[src/rtl/period_pulse_gen_if.sv]
// Config/run/output bundle for period_pulse_gen; slave side is the generator.
interface period_pulse_gen_if #(
  parameter int CNT_W = 16
);
  logic             cfg_valid;
  logic             cfg_ready;
  logic [CNT_W-1:0] cfg_period;
  logic [CNT_W-1:0] cfg_high;
  logic             en;
  logic             wave_out;
  logic             tick;
  logic             busy;
  logic             err;

  modport master (
    output cfg_valid, cfg_period, cfg_high, en,
    input  cfg_ready, wave_out, tick, busy, err
  );

  modport slave (
    input  cfg_valid, cfg_period, cfg_high, en,
    output cfg_ready, wave_out, tick, busy, err
  );
endinterface

[src/rtl/period_pulse_gen.sv]
// Registered periodic wave/tick generator; en->first tick 2 cycles, cfg_ready low while a shadow config waits for a period boundary.
// Optional edge-to-edge period self-check enabled by PGEN_PERIOD_CHECK_EN (err tied 0 otherwise).
module period_pulse_gen #(
  parameter int CNT_W = 16
) (
  input logic             clk,
  input logic             rst,
  period_pulse_gen_if.slave bus
);
  localparam logic [CNT_W-1:0] ONE = CNT_W'(1);
  localparam logic [CNT_W-1:0] TWO = CNT_W'(2);

  typedef enum logic [1:0] {IDLE, RUN, STOPPING} state_t;

  state_t           state;
  logic [CNT_W-1:0] per_a, high_a, per_s, high_s, ph;
  logic             pend, wave_q, tick_q;
  logic             active, wrap, accept;
  logic [CNT_W-1:0] per_clamp, high_clamp;

  assign active = (state != IDLE);
  assign wrap   = active && (ph == per_a - ONE);
  assign accept = bus.cfg_valid && !pend;

  always_comb begin
    per_clamp  = (bus.cfg_period < TWO) ? TWO : bus.cfg_period;
    high_clamp = (bus.cfg_high >= per_clamp) ? per_clamp - ONE : bus.cfg_high;
  end

  always_ff @(posedge clk or posedge rst) begin
    if (rst) begin
      state  <= IDLE;
      ph     <= '0;
      per_a  <= '0;
      high_a <= '0;
      per_s  <= '0;
      high_s <= '0;
      pend   <= 1'b0;
      wave_q <= 1'b0;
      tick_q <= 1'b0;
    end else begin
      tick_q <= active && (ph == '0);
      wave_q <= active && (ph < high_a);
      case (state)
        IDLE: begin
          ph <= '0;
          if (bus.en && (per_a != '0)) state <= RUN;
        end
        RUN: begin
          ph <= wrap ? '0 : ph + ONE;
          // en dropping on the last cycle of a period stops right there
          if (!bus.en) state <= wrap ? IDLE : STOPPING;
        end
        STOPPING: begin
          ph <= wrap ? '0 : ph + ONE;
          if (bus.en)    state <= RUN;
          else if (wrap) state <= IDLE;
        end
        default: begin
          state <= IDLE;
          ph    <= '0;
        end
      endcase
      // accept needs !pend and copy needs pend, so they never collide
      if (pend && (!active || wrap)) begin
        per_a  <= per_s;
        high_a <= high_s;
        pend   <= 1'b0;
      end else if (accept) begin
        per_s  <= per_clamp;
        high_s <= high_clamp;
        pend   <= 1'b1;
      end
    end
  end

  assign bus.cfg_ready = !pend;
  assign bus.wave_out  = wave_q;
  assign bus.tick      = tick_q;
  assign bus.busy      = active;

`ifdef PGEN_PERIOD_CHECK_EN
  logic [CNT_W-1:0] per_tag, chk_per, chk_cnt;
  logic             hi_tag, out_busy, wave_d, chk_arm, err_q, chk_evt;

  // per_tag/hi_tag/out_busy are aligned with the registered outputs
  assign chk_evt = hi_tag ? (wave_q && !wave_d) : tick_q;

  always_ff @(posedge clk or posedge rst) begin
    if (rst) begin
      per_tag  <= '0;
      hi_tag   <= 1'b0;
      out_busy <= 1'b0;
      wave_d   <= 1'b0;
      chk_per  <= '0;
      chk_cnt  <= '0;
      chk_arm  <= 1'b0;
      err_q    <= 1'b0;
    end else begin
      out_busy <= active;
      wave_d   <= wave_q;
      if (active && (ph == '0)) begin
        per_tag <= per_a;
        hi_tag  <= (high_a != '0);
      end
      if (chk_evt) begin
        if (chk_arm && (chk_cnt != chk_per)) err_q <= 1'b1;
        chk_cnt <= ONE;
        chk_per <= per_tag;
        chk_arm <= 1'b1;
      end else begin
        if (chk_cnt != '1) chk_cnt <= chk_cnt + ONE;
        if (!out_busy)     chk_arm <= 1'b0;
      end
    end
  end

  assign bus.err = err_q;
`else
  assign bus.err = 1'b0;
`endif
endmodule
[src/flat_wrapper.sv]
// flat-port wrapper written by rule: the top's interface ports become plain ports
module period_pulse_gen_flat 
#(
  parameter int CNT_W = 16
)
  (clk, rst, bus_cfg_valid, bus_cfg_period, bus_cfg_high, bus_en, bus_cfg_ready, bus_wave_out, bus_tick, bus_busy, bus_err);
  period_pulse_gen_if #(.CNT_W(CNT_W)) bus_i ();
  input logic clk;
  input logic rst;
  input wire logic [$bits(bus_i.cfg_valid)-1:0] bus_cfg_valid;
  input wire logic [$bits(bus_i.cfg_period)-1:0] bus_cfg_period;
  input wire logic [$bits(bus_i.cfg_high)-1:0] bus_cfg_high;
  input wire logic [$bits(bus_i.en)-1:0] bus_en;
  output wire logic [$bits(bus_i.cfg_ready)-1:0] bus_cfg_ready;
  output wire logic [$bits(bus_i.wave_out)-1:0] bus_wave_out;
  output wire logic [$bits(bus_i.tick)-1:0] bus_tick;
  output wire logic [$bits(bus_i.busy)-1:0] bus_busy;
  output wire logic [$bits(bus_i.err)-1:0] bus_err;
  assign bus_i.cfg_valid = bus_cfg_valid;
  assign bus_i.cfg_period = bus_cfg_period;
  assign bus_i.cfg_high = bus_cfg_high;
  assign bus_i.en = bus_en;
  assign bus_cfg_ready = bus_i.cfg_ready;
  assign bus_wave_out = bus_i.wave_out;
  assign bus_tick = bus_i.tick;
  assign bus_busy = bus_i.busy;
  assign bus_err = bus_i.err;
  period_pulse_gen #(.CNT_W(CNT_W)) u_core (.clk(clk), .rst(rst), .bus(bus_i));
endmodule
[config.mk]
export PLATFORM = sky130hd
export DESIGN_NAME = period_pulse_gen_flat
export DESIGN_NICKNAME = d
export VERILOG_FILES = /design/src/rtl/period_pulse_gen_if.sv /design/src/rtl/period_pulse_gen.sv /design/src/flat_wrapper.sv
export SDC_FILE = /design/constraint.sdc
export NUM_CORES = 1
export LEC_CHECK = 0
export ABC_AREA = 1
export BUFFER_PORTS_ARGS = -buffer_cell sky130_fd_sc_hd__buf_2
export CAP_MARGIN = 40
export CORE_ASPECT_RATIO = 0.6
export CORE_MARGIN = 3
export CORE_UTILIZATION = 24
export DETAILED_ROUTE_END_ITERATION = 8
export PLACE_DENSITY_LB_ADDON = 0.3
export SLEW_MARGIN = 20
export SYNTH_ARGS = -nofsm -noshare
export SYNTH_HDL_FRONTEND = slang
export SYNTH_SLANG_ARGS = --single-unit
[constraint.sdc]
create_clock -name clk -period 3.3 [get_ports clk]
set_input_delay 0.165 -clock clk [delete_from_list [all_inputs] [get_ports clk]]
set_output_delay 0.165 -clock clk [all_outputs]
set_load 0.05 [all_outputs]
==> results.yml <==
synthesis:
  netlist_area_um2: 5680
  ys_seq_elements: 85
  synth_cells: 774
  yosysWarnings: 0
  syn_nets: 848
  synth.distinct_cells: 39
  ys.flop_type: "dfrtp_1"
  synth_edf_count: 0
  ys_async_sr_fraction: 1.00
  syn_area_per_cell_um2: 7.34
  ys_seq_area_frac: 0.374
global_routing:
  busiest_layer: "met1"
  grt_max_degree: 47
  global_route.usage.met1: 0.210
  grtUsageTotal: 0.124
  met3_usage: 0.0286
  antenna_found_initial: 0
  overflow: 0
  grtUsageMet2: 0.152
  grt_pass1_wl_um: 25300
  first_global_vias: 4645
route:
  drc: 0
  ant_nets: 0
  routed_via_density: 4.43
  wl_per_cell_um: 13.8
  vias: 4990
  drt_iter0_markers: 348
  wirelength_um: 15500
  first_pass_iters: 5
cells_and_area:
  nFillCells: 2488
  diodes: 0
  seqCellArea_um2: 2130
  fin_area_um2: 6540
  layout-drive-gt1-share: 0.125
  area.growth.synth_to_final_pct: 15.0
  layout.nets: 887
  multi_input_area_um2: 2910
critical_path:
  cp_slowest_cell: "dfrtp_1"
  crit_type: "reg -> reg"
  endpoint_kind: "flip-flop"
  crit_top_cell: "nand2_1"
  crit_chain: "inv_1 -> ha_1 -> inv_1 -> nor2_1 -> nand2_1 -> nor2_4 -> nand3_1 -> nand2_1 -> nand2_1 -> nor2_1 -> nand2_1 -> nor2_2 -> nand3_1 -> nand2_2 -> nand2_4 -> nand2_1 -> o21ai_2"
  cp_slowest_stage_delay_ns: 0.38
  cp-start-kind: "flip-flop"
  crit_fanout: 46
  cp.arrival_ns: 2.90
  cp_data_required_time_ns: 3.52
sta:
  max_freq_mhz: 373
  min_period_ns: 2.68
  hold_viol: 0
  setup_viol: 0
  rsz0062_at_grt: "false"
  worst_pin_slew_ns: 0.730
  skew_ns: 0.00773
  fin_tns_setup_ns: 0
  relSlewSlack: 0.513
  drv_slew: 0
  post-route-period-util: 0.812
cts:
  cts_max_path_buffers: 2
  cts_sinks: 85
  path_clk_slew_ns: 0.07
  cts_setup_buffers: 0
  cts_made_buffers: 9
  cts_tree: "done"
  cts_max_level: 3
  cts.root.buffer_cell: "clkbuf_16"
  clk_latency_ns: 0.35
floorplanning:
  core-area_um2: 22600
  dieArea_um2: 25600
  fp-row-count: 42
  die_w_um: 205
  ios: 41
  fp.dieH_um: 125
  start_util: 0.251
power:
  leakage_uw: 0.00345
  powerDensity_nw_per_um2: 764
  ir_worst_vdd_mv: 0.273
placed_design:
  gp_congestion: 0.890
  place_area_um2: 6220
  portBuffers: 39
  dp_hpwl_um: 12600
run:
  cap_violations: 0
run_status:
  status: "finished, final reports clean"
worst_hold_path:
  worstHoldPathType: "in -> reg"
synthesized netlist by cell type (all sizes together) (10+ instances only):
master	n	area, um2
a21oi	14	70.1
nand4	21	131
nand3	89	458
buf	13	110
dfrtp	85	2130
clkbuf	10	38.8
nor2	60	248
nor3	16	80.1
nand2	195	749
o21ai	59	348
ha	38	475
xor2	14	123
inv	132	495
state kept, by name (all words and copies together), names as in the netlist:
| register | count |
|---|---|
| u_core.high_s | 16 |
| u_core.per_a | 16 |
| u_core.state | 2 |
| u_core.per_s | 16 |
| u_core.pend | 1 |
| u_core.bus.tick | 1 |
| u_core.ph | 16 |
| u_core.bus.wave_out | 1 |
| u_core.high_a | 16 |
routing by layer:
metal / part of all wire / vias up / wire length, um
li1: - / 2555 / -
met2: 0.36 / 115 / 5550
met4: 0.0085 / 0 / 132
met3: 0.059 / 14 / 914
met5: 0 / - / 0
met1: 0.58 / 2306 / 8930
final cells by class:
class,count,share of cell area
Clock buffer,9,0.0345
Clock inverter,7,0.0123
Tap cell,308,0.0590
Sequential cell,85,0.325
Timing Repair Buffer,51,0.0471
Multi-Input combinational cell,534,0.446
Inverter,132,0.0760
cell usage in the layout (no fill, tap or decap), types with 2 or more instances in the layout:
cell | synthesis | layout
a211oi_1 | 2 | 2
a21oi_1 | 14 | 14
buf_2 | 4 | 39
buf_4 | 1 | 9
clkbuf_16 | 0 | 9
clkinvlp_4 | 0 | 2
dfrtp_1 | 85 | 85
ha_1 | 38 | 38
inv_1 | 128 | 127
inv_2 | 4 | 4
inv_6 | 0 | 3
nand2_1 | 190 | 190
nand2_2 | 4 | 4
nand3_1 | 88 | 88
nand4_1 | 21 | 21
nor2_1 | 55 | 55
nor2_2 | 3 | 3
nor2_4 | 2 | 2
nor3_1 | 16 | 16
o211ai_1 | 3 | 3
o21ai_0 | 45 | 45
o21ai_2 | 14 | 14
o21bai_1 | 2 | 2
o22ai_1 | 2 | 2
or2_2 | 5 | 5
xnor2_1 | 5 | 5
xor2_1 | 14 | 14
final timing paths:
kind                                                    from                      endpoint  slack (ns)  depth (start not counted)
worst min-delay path                         bus_cfg_high[5]  u_core.high_s[5]$_DFFE_PP0P_        0.13                          3
max in group asynchronous                                rst  u_core.high_a[9]$_DFFE_PP0P_        2.23                          5
worst min register to register  u_core.high_a[3]$_DFFE_PP0P_  u_core.high_a[3]$_DFFE_PP0P_        0.48                          2
min in group asynchronous                                rst  u_core.high_a[2]$_DFFE_PP0P_        0.27                          3
worst max register to register   u_core.per_a[1]$_DFFE_PP0P_   u_core.per_a[1]$_DFFE_PP0P_        0.62                         17
worst max-delay path             u_core.per_a[1]$_DFFE_PP0P_   u_core.per_a[1]$_DFFE_PP0P_        0.62                         17
cells by family (layout without fill, tap and decap cells):
kind of cell,Yosys count,count (layout),synth area share
other cells,1,1,0.000660
simple gates,388,388,0.304
buf+inv,155,199,0.113
flops,85,85,0.374
fa+ha+maj,38,38,0.0836
compound gates,87,87,0.0914
xor+xnor,20,20,0.0332
timing repair:
| item | CTS | global route |
|---|---|---|
| hold buffers | 1 | 0 |
| resized for setup | 0 | 0 |
| hold endpoints to repair | 11 | 0 |
metrics by stage:
step | utilization | hold WS [ns] | std cells | total power [uW] | worst slack (ns)
6_report | 0.289 | 0.128 | 1126 | 4990 | 0.622
5_1_grt | 0.289 | 0.132 | 1126 | 5470 | 0.307
4_1_cts | 0.289 | 0.115 | 1126 | 5040 | 0.604
3_5_place_dp | 0.275 | 0.102 | 1109 | 3960 | 0.384
3_3_place_gp | 0.273 | 0.338 | 1107 | 3930 | 0.385
2_1_floorplan | - | 0.325 | 774 | 3440 | 0.942
critical path: cells and delay by family, from the launching register on:
kind                       cells  cell delay [ns]
and+or+nand+nor               13             1.62
AOI/OAI and AO/OA              1             0.06
DFF                            1             0.38
adders and majority gates      1             0.26
buffers and inverters          2             0.21
power by group:
part,total [uW],internal [uW],switching (uW)
registers,1770,1460,315
clock network,1060,597,466
logic,2160,717,1450
(Power assumes the default switching activity.)
